[src/rtl/stp_pkg.sv]
// Shared stopwatch definitions: FSM state encodings, default debounce length
// and the per-state control output decode.
package stp_pkg;

  localparam int unsigned STP_DEBOUNCE_CYCLES = 20;
  localparam int unsigned STATE_W             = 2;

  localparam logic [STATE_W-1:0] ST_IDLE    = 2'd0;
  localparam logic [STATE_W-1:0] ST_RUNNING = 2'd1;
  localparam logic [STATE_W-1:0] ST_PAUSED  = 2'd2;
  localparam logic [STATE_W-1:0] ST_LAP     = 2'd3;

  typedef struct packed {
    logic en;
    logic stop;
    logic lap_freeze;
  } stp_ctrl_t;

  // Counter control levels implied by a state
  function automatic stp_ctrl_t stp_state_ctrl(input logic [STATE_W-1:0] st);
    stp_ctrl_t c;
    c = '{en: 1'b0, stop: 1'b0, lap_freeze: 1'b0};
    case (st)
      ST_IDLE:    c.stop = 1'b1;
      ST_RUNNING: c.en   = 1'b1;
      ST_LAP: begin
        c.en         = 1'b1;
        c.lap_freeze = 1'b1;
      end
      default: ;
    endcase
    return c;
  endfunction

endpackage

[src/rtl/stp_debounce.sv]
// One push-button front end: 2-flop synchronizer, counting debouncer and
// rising-edge detector producing a single-cycle press pulse.
module stp_debounce
  import stp_pkg::*;
#(
  parameter int unsigned DEBOUNCE_CYCLES = STP_DEBOUNCE_CYCLES
) (
  input  logic CLK,
  input  logic rst,
  input  logic btn,
  output logic press
);

  localparam int unsigned CNT_W = $clog2(DEBOUNCE_CYCLES + 1);
  localparam logic [CNT_W-1:0] CNT_LAST = CNT_W'(DEBOUNCE_CYCLES - 1);

  logic             sync_q1;
  logic             sync_q2;
  logic             level_q;
  logic             level_d;
  logic [CNT_W-1:0] cnt_q;
  logic [CNT_W-1:0] cnt_d;

  // Accept the new level on the Nth consecutive differing sample; the count
  // never exceeds CNT_LAST and any agreeing sample clears it.
  always_comb begin
    cnt_d   = '0;
    level_d = level_q;
    if (sync_q2 != level_q) begin
      if (cnt_q >= CNT_LAST) begin
        level_d = sync_q2;
      end else begin
        cnt_d = cnt_q + CNT_W'(1);
      end
    end
  end

  always_ff @(posedge CLK) begin
    if (rst) begin
      sync_q1 <= 1'b0;
      sync_q2 <= 1'b0;
      level_q <= 1'b0;
      cnt_q   <= '0;
      press   <= 1'b0;
    end else begin
      sync_q1 <= btn;
      sync_q2 <= sync_q1;
      level_q <= level_d;
      cnt_q   <= cnt_d;
      press   <= level_d & ~level_q;
    end
  end

endmodule

[src/rtl/stp_ctrl_fsm.sv]
// Stopwatch control FSM: turns debounced start/stop, reset and lap presses
// into counter enable, hold, clear and display-freeze controls.
module stp_ctrl_fsm
  import stp_pkg::*;
#(
  parameter int unsigned DEBOUNCE_CYCLES = STP_DEBOUNCE_CYCLES
) (
  input  logic               CLK,
  input  logic               rst,
  input  logic               btn_start_stop,
  input  logic               btn_reset,
  input  logic               btn_lap,
  input  logic               mode_stopwatch,
  output logic               en,
  output logic               stop,
  output logic               rst_counters,
  output logic               lap_freeze,
  output logic [STATE_W-1:0] state
);

  logic               press_start_stop;
  logic               press_reset;
  logic               press_lap;
  logic [STATE_W-1:0] state_d;
  logic               rst_counters_d;
  stp_ctrl_t          ctrl_d;

  stp_debounce #(.DEBOUNCE_CYCLES(DEBOUNCE_CYCLES)) u_db_start_stop (
    .CLK   (CLK),
    .rst   (rst),
    .btn   (btn_start_stop),
    .press (press_start_stop)
  );

  stp_debounce #(.DEBOUNCE_CYCLES(DEBOUNCE_CYCLES)) u_db_reset (
    .CLK   (CLK),
    .rst   (rst),
    .btn   (btn_reset),
    .press (press_reset)
  );

  stp_debounce #(.DEBOUNCE_CYCLES(DEBOUNCE_CYCLES)) u_db_lap (
    .CLK   (CLK),
    .rst   (rst),
    .btn   (btn_lap),
    .press (press_lap)
  );

  // Next state; one press per cycle is honoured in order reset > start_stop > lap
  always_comb begin
    state_d        = state;
    rst_counters_d = 1'b0;
    if (mode_stopwatch) begin
      if (press_reset) begin
        case (state)
          ST_IDLE, ST_PAUSED: begin
            state_d        = ST_IDLE;
            rst_counters_d = ~rst_counters;
          end
          ST_LAP:  state_d = ST_RUNNING;
          default: ;
        endcase
      end else if (press_start_stop) begin
        case (state)
          ST_IDLE:    state_d = ST_RUNNING;
          ST_RUNNING: state_d = ST_PAUSED;
          ST_PAUSED:  state_d = ST_RUNNING;
          ST_LAP:     state_d = ST_PAUSED;
          default:    state_d = ST_IDLE;
        endcase
      end else if (press_lap) begin
        case (state)
          ST_RUNNING: state_d = ST_LAP;
          ST_LAP:     state_d = ST_RUNNING;
          default:    ;
        endcase
      end
    end
  end

  assign ctrl_d = stp_state_ctrl(state_d);

  always_ff @(posedge CLK) begin
    if (rst) begin
      state        <= ST_IDLE;
      en           <= 1'b0;
      stop         <= 1'b1;
      lap_freeze   <= 1'b0;
      rst_counters <= 1'b0;
    end else begin
      state        <= state_d;
      en           <= ctrl_d.en;
      stop         <= ctrl_d.stop;
      lap_freeze   <= ctrl_d.lap_freeze;
      rst_counters <= rst_counters_d;
    end
  end

endmodule

[config.mk]
export PLATFORM = sky130hd
export DESIGN_NAME = stp_ctrl_fsm
export DESIGN_NICKNAME = d
export VERILOG_FILES = /design/src/rtl/stp_pkg.sv /design/src/rtl/stp_debounce.sv /design/src/rtl/stp_ctrl_fsm.sv
export SDC_FILE = /design/constraint.sdc
export NUM_CORES = 1
export LEC_CHECK = 0
export CAP_MARGIN = 20
export CELL_PAD_IN_SITES_DETAIL_PLACEMENT = 0
export CELL_PAD_IN_SITES_GLOBAL_PLACEMENT = 1
export CORE_ASPECT_RATIO = 0.5
export CORE_UTILIZATION = 40
export CTS_CLUSTER_DIAMETER = 60
export DETAILED_ROUTE_END_ITERATION = 10
export GPL_TIMING_DRIVEN = 0
export PLACE_DENSITY = 0.81
export SYNTH_ARGS = -nofsm -noshare
export SYNTH_HDL_FRONTEND = slang
export SYNTH_HIERARCHICAL = 1
export SYNTH_SLANG_ARGS = --single-unit
[constraint.sdc]
create_clock -name CLK -period 1.51 [get_ports CLK]
set_input_delay 0.302 -clock CLK [delete_from_list [all_inputs] [get_ports CLK]]
set_output_delay 0.302 -clock CLK [all_outputs]
set_load 0.1 [all_outputs]
## Word level (Yosys, flattened, before mapping)

Index checks and enable logic that the tools add are counted.

- Multiply operators: 0
- Muxes and demuxes: 16
- Eq/ne operators: 8
- Div/mod/pow operators: 0
- Order comparisons: 3
- Bitwise logic cells: 13
- Shifts and indexed selects: 0
- Reductions and logical operators: 9
- Add/subtract/negate cells: 3

Operator list:

| cell | number |
|---|---|
| 5-bit by 1-bit adder with 5-bit output, second input constant | 3 |
| 5-bit >= comparator, second input constant | 3 |
| 2-bit one-hot mux with 2 select lines | 3 |
| 1-bit NOT | 10 |
| 1-bit two-way mux | 9 |
| 3-bit OR reduction | 3 |
| 2-bit two-way mux | 4 |
| 2-bit equality test, second input constant | 3 |
| 2-bit OR reduction | 3 |
| 2-bit by 1-bit equality test with 1-bit output, second input constant | 2 |
| 2-bit zero test | 2 |
| 4-bit OR reduction | 1 |
| 1-bit bitwise AND | 3 |
| 1-bit != test | 3 |

- Output and inout port bits: 6
- Bits in read-only memories: 0
- Memory bits (writable): 0
- Register bits: 33
- Memories kept: 0
- Bits in latches: 0
- Bits of input ports: 6

## Depth between registers and ports, before layout

- Depth after elaboration: 9
- Mapped depth: 6
- Mapped depth without buffers: 6

## Cells and area by module

The synthesis kept the hierarchy.

By module, submodules not included:

| module | cells each | times used | area an instance (um2) |
|---|---|---|---|
| stp_debounce | 32 | 3 | 347.8 |
| stp_ctrl_fsm | 34 | 1 | 287.8 |

## Worst setup path before layout

No wires, ideal clock.

- Path type: reg2reg
- Start point: register state[0]
- End point: register lap_freeze
- Clock period less this slack: 2.188 ns
- Cell stages (with the launch flop): 7
- Path slack: -0.678 ns
- Buffers on the path: 0
- Data arrival time: 2.061 ns
- Data required time: 1.383 ns
- Setup time: 0.127 ns
- Cell sequence: dfxtp_1 -> inv_1 -> ha_1 -> a21oi_1 -> o22ai_1 -> a22oi_1 -> nor2_1

- Word-level cells in the longest chain between the ends: 8
- Elaborated cells between the ends (all ways): 15
- Classes of those cells: 4 x eq/ne; 8 x mux; 3 x reduce/logical

RTL lines:

| element | RTL line | text |
|---|---|---|
| from (decl) | stp_ctrl_fsm.sv:18 | `output logic [STATE_W-1:0] state` |
| from (signal assigned) | stp_ctrl_fsm.sv:91 | `state <= state_d;` |
| 2-bit equality test, or another cell as far along | stp_ctrl_fsm.sv:55, stp_ctrl_fsm.sv:64, stp_ctrl_fsm.sv:72 |  |
| 2-bit one-hot mux with 2 select lines / 2-bit OR reduction (equally long branches) | -- |  |
| 2-bit two-way mux / 2-bit one-hot mux with 2 select lines (equally long branches) | stp_ctrl_fsm.sv:71, stp_ctrl_fsm.sv:64 |  |
| 2-bit two-way mux | stp_ctrl_fsm.sv:63 | `end else if (press_start_stop) begin` |
| 2-bit two-way mux | stp_ctrl_fsm.sv:54 | `if (press_reset) begin` |
| 2-bit two-way mux * | stp_ctrl_fsm.sv:53 | `if (mode_stopwatch) begin` |
| 2-bit equality test * | stp_pkg.sv:23 | `case (st)` |
| 1-bit two-way mux * | stp_pkg.sv:23 |  |
| to (signal assigned) | stp_ctrl_fsm.sv:94 | `lap_freeze <= ctrl_d.lap_freeze;` |
| to (decl) | stp_ctrl_fsm.sv:17 | `output logic lap_freeze,` |

Every way passes the cells marked *; elsewhere a longest branch is shown, timed or not.
A chain may end at the register's enable or synchronous reset.

## Worst setup path in the final report

- Start point: register rst_counters
- End point: output port rst_counters

RTL lines:

| element | RTL line | text |
|---|---|---|
| from (decl) | stp_ctrl_fsm.sv:16 | `output logic rst_counters,` |
| from (signal assigned) | stp_ctrl_fsm.sv:95 | `rst_counters <= rst_counters_d;` |

No word-level cell between the ends.

==> metrics.txt <==
CP max FO 2; cell breakdown of the critical path clkdlybuf4s15_2; CTS H-tree lvls 2; GP Congestion between 0.7 and 0.8; Fin Clk Skew approximately 0.0021 ns; vias in the first global route 740; initial DRC count 25; pwr/cell area between 1000 and 1500 nW/um^2; CTS tree done; CP required 1.21 ns; Setup-failing EPs final 0; Fin. Hold Viols 0; hold path depth 1; Fin Setup TNS 0 ns; Tot GR Track Use 12.8%; layout cells sized above 1 19.9%; Synth top area share about half; R2R setup slack 0.11 ns; Die ar. 3580 um^2; Die Y ~43 um; Sink Count 32; Layout area overhead 24.2%; Clk pin slew, worst setup/hold paths ~0.06 ns; critical path class register to output port; Post-synth EDFFs 0; antenna violations before repair 0; CTS Buf Count 5; IO Pins 12; Reg-to-Reg End u_db_lap/cnt_q[2]; Slew Viols, Final 0; outcome completed; worst path bufs/invs 1; RSZ-0062 raised after global routing no; pre-CTS setup slack -0.414 ns; Worst Path Arrival 1.16 ns; dpl hpwl 1370 um; min Tclk post-route 1.47 ns; post-synthesis sequential area ratio between 40% and 50%; post-synthesis net count 144; largest area contributor in the netlist dfxtp_1; Rows 14; Antenna Nets Post-Route 0; largest net degree at the start of global routing 20; HP Class register to register; most common flop cell mapped by yosys dfxtp_1; Worst VDD drop about 0.67 mV; ys async rst share 0%; # diodes 0; Core Area roughly 3100 um^2; total routed wirelength 2040 um; Post-DP Area 1540 um^2; wire length per cell 10.7 um; Vias between 800 and 900; synth warn 6; Seq cells post-synth 32; latest clock arrival within the worst-skew pair 0.28 ns; Nets 164; instance count of the mapped netlist 130; syn avg cell area 10.2 um^2; CTS root buf clkbuf_8; cells on worst reg2reg path 4; Netlist cell types 24; critical-path cell with the highest stage delay clkdlybuf4s15_2; Min-Delay Startpoint rst_counters; Final Util between 50 and 60%; hold-fix buffer count after cts 0; worst-margin pin slew 0.690 ns; vias per cell 4.70; die width 83.6 um; DRC Markers 0; Port Buffers 11; CTS Buffer Depth 2; Worst slew margin 54.0%; share of the clock period used by the worst path 97.1%; gr ovfl total 0; worst hold path endpoint rst_counters; first-pass GRT wire length 3400 um; r2r startpoint u_db_lap/cnt_q[0]; LEAKAGE between 0.6 and 0.7 nW; maxcap violations 0; Syn Std Cell Area around 1300 um^2; Area contributors post-synth dfxtp_1, ha_1, a2111oi_4; Startpoint Class register; Post-Layout Inst Area ~1700 um^2; Worst setup EP type output port; drt first pass iters 4; Worst path top cell family by delay buffers and inverters; worst setup margin around 0.044 ns; Max Fclk between 600 and 700 MHz; Initial Util 43.2%; CP peak stage delay 0.55 ns
==> through the flow <==
| stage | total power [W] | hold slack [ns] | std cells |
|---|---|---|---|
| global placement | 0.000993 | 0.411 | 181 |
| detailed placement | 0.000993 | 0.419 | 181 |
| finish | 0.00177 | 0.422 | 191 |
| CTS | 0.00180 | 0.429 | 189 |
| global route | 0.00184 | 0.442 | 191 |
| floorplan | 0.000956 | 0.365 | 130 |
==> metal layers <==
layer	global-route usage, %	vias up	wire (um)
met5	0	-	0
met4	9.15	0	43
met3	5.25	5	123
met2	16.4	21	825
met1	17.1	394	1050
li1	-	477	-
==> cell families after synthesis <==
logic type	Yosys count	synth area share [%]
AO/OA/AOI/OAI	19	14.9
AND/OR/NAND/NOR	44	17.1
flip-flops	32	48.1
XOR/XNOR	12	7.89
adder cells (fa/ha/maj)	8	7.52
buffers and inverters	15	4.51
==> repair_timing <==
item	4_1_cts	5_1_grt
resized for setup	24	1
setup endpoints to repair	21	14
pin swaps	0	6
setup buffers	0	2
==> cell usage after synthesis, types with 3 or more instances <==
cell	number
a2111oi_4	3
a21oi_1	3
a31o_2	3
dfxtp_1	32
ha_1	8
inv_1	14
nand2_1	3
nand2b_1	3
nand3_1	6
nor2_1	19
nor2b_1	6
nor4b_1	6
o211ai_1	3
xnor2_1	6
xor2_1	6
==> flip-flops by register name, indices dropped and copies added (netlist names), 2 cells and up <==
register / cells
state: 2
u_db_lap/cnt_q: 5
u_db_reset/cnt_q: 5
u_db_start_stop/cnt_q: 5
==> placed cells by master (no fill, tap or decap), types with 2 or more instances in the layout <==
cell type and count:
ha_1 4, xor2_1 6, nand3_1 6, a31o_2 3
nor4b_1 6, dfxtp_4 2, buf_4 4, clkdlybuf4s50_1 4
dfxtp_1 30, nor2b_1 6, ha_4 3, a21oi_1 3
buf_2 2, nor2_1 19, clkdlybuf4s15_2 3, o211ai_1 3
nand2_1 3, inv_1 12, nand2b_1 3, xnor2_1 6
clkbuf_8 5, a2111oi_4 3
==> worst max path at each step <==
stage / start / to / slack (ns) / depth (start not counted)
floorplan: state[1] / stop / 0.002 / 6
global placement: state[0] / state[0] / -0.41 / 2
detailed placement: state[0] / state[0] / -0.41 / 2
CTS: rst_counters / rst_counters / 0.03 / 1
global route: u_db_start_stop/cnt_q[0] / u_db_start_stop/cnt_q[0] / 0.002 / 5
finish: rst_counters / rst_counters / 0.04 / 1
==> cell type report <==
type,count,area [um^2]
buffer,1,7.51
clock buffer,6,72.6
clock inverter,2,35.0
fill,272,1430
inverter,14,55.1
multi-input combinational,83,671
sequential,32,648
tap,40,50.0
timing repair buffer,13,115
==> power breakdown <==
group          internal, W  switching (W)  total [W]
combinational    0.0000388      0.0000669   0.000106
clock             0.000489       0.000310   0.000799
sequential        0.000855      0.0000120   0.000867
total              0.00138       0.000389    0.00177
(Power assumes the default switching activity.)
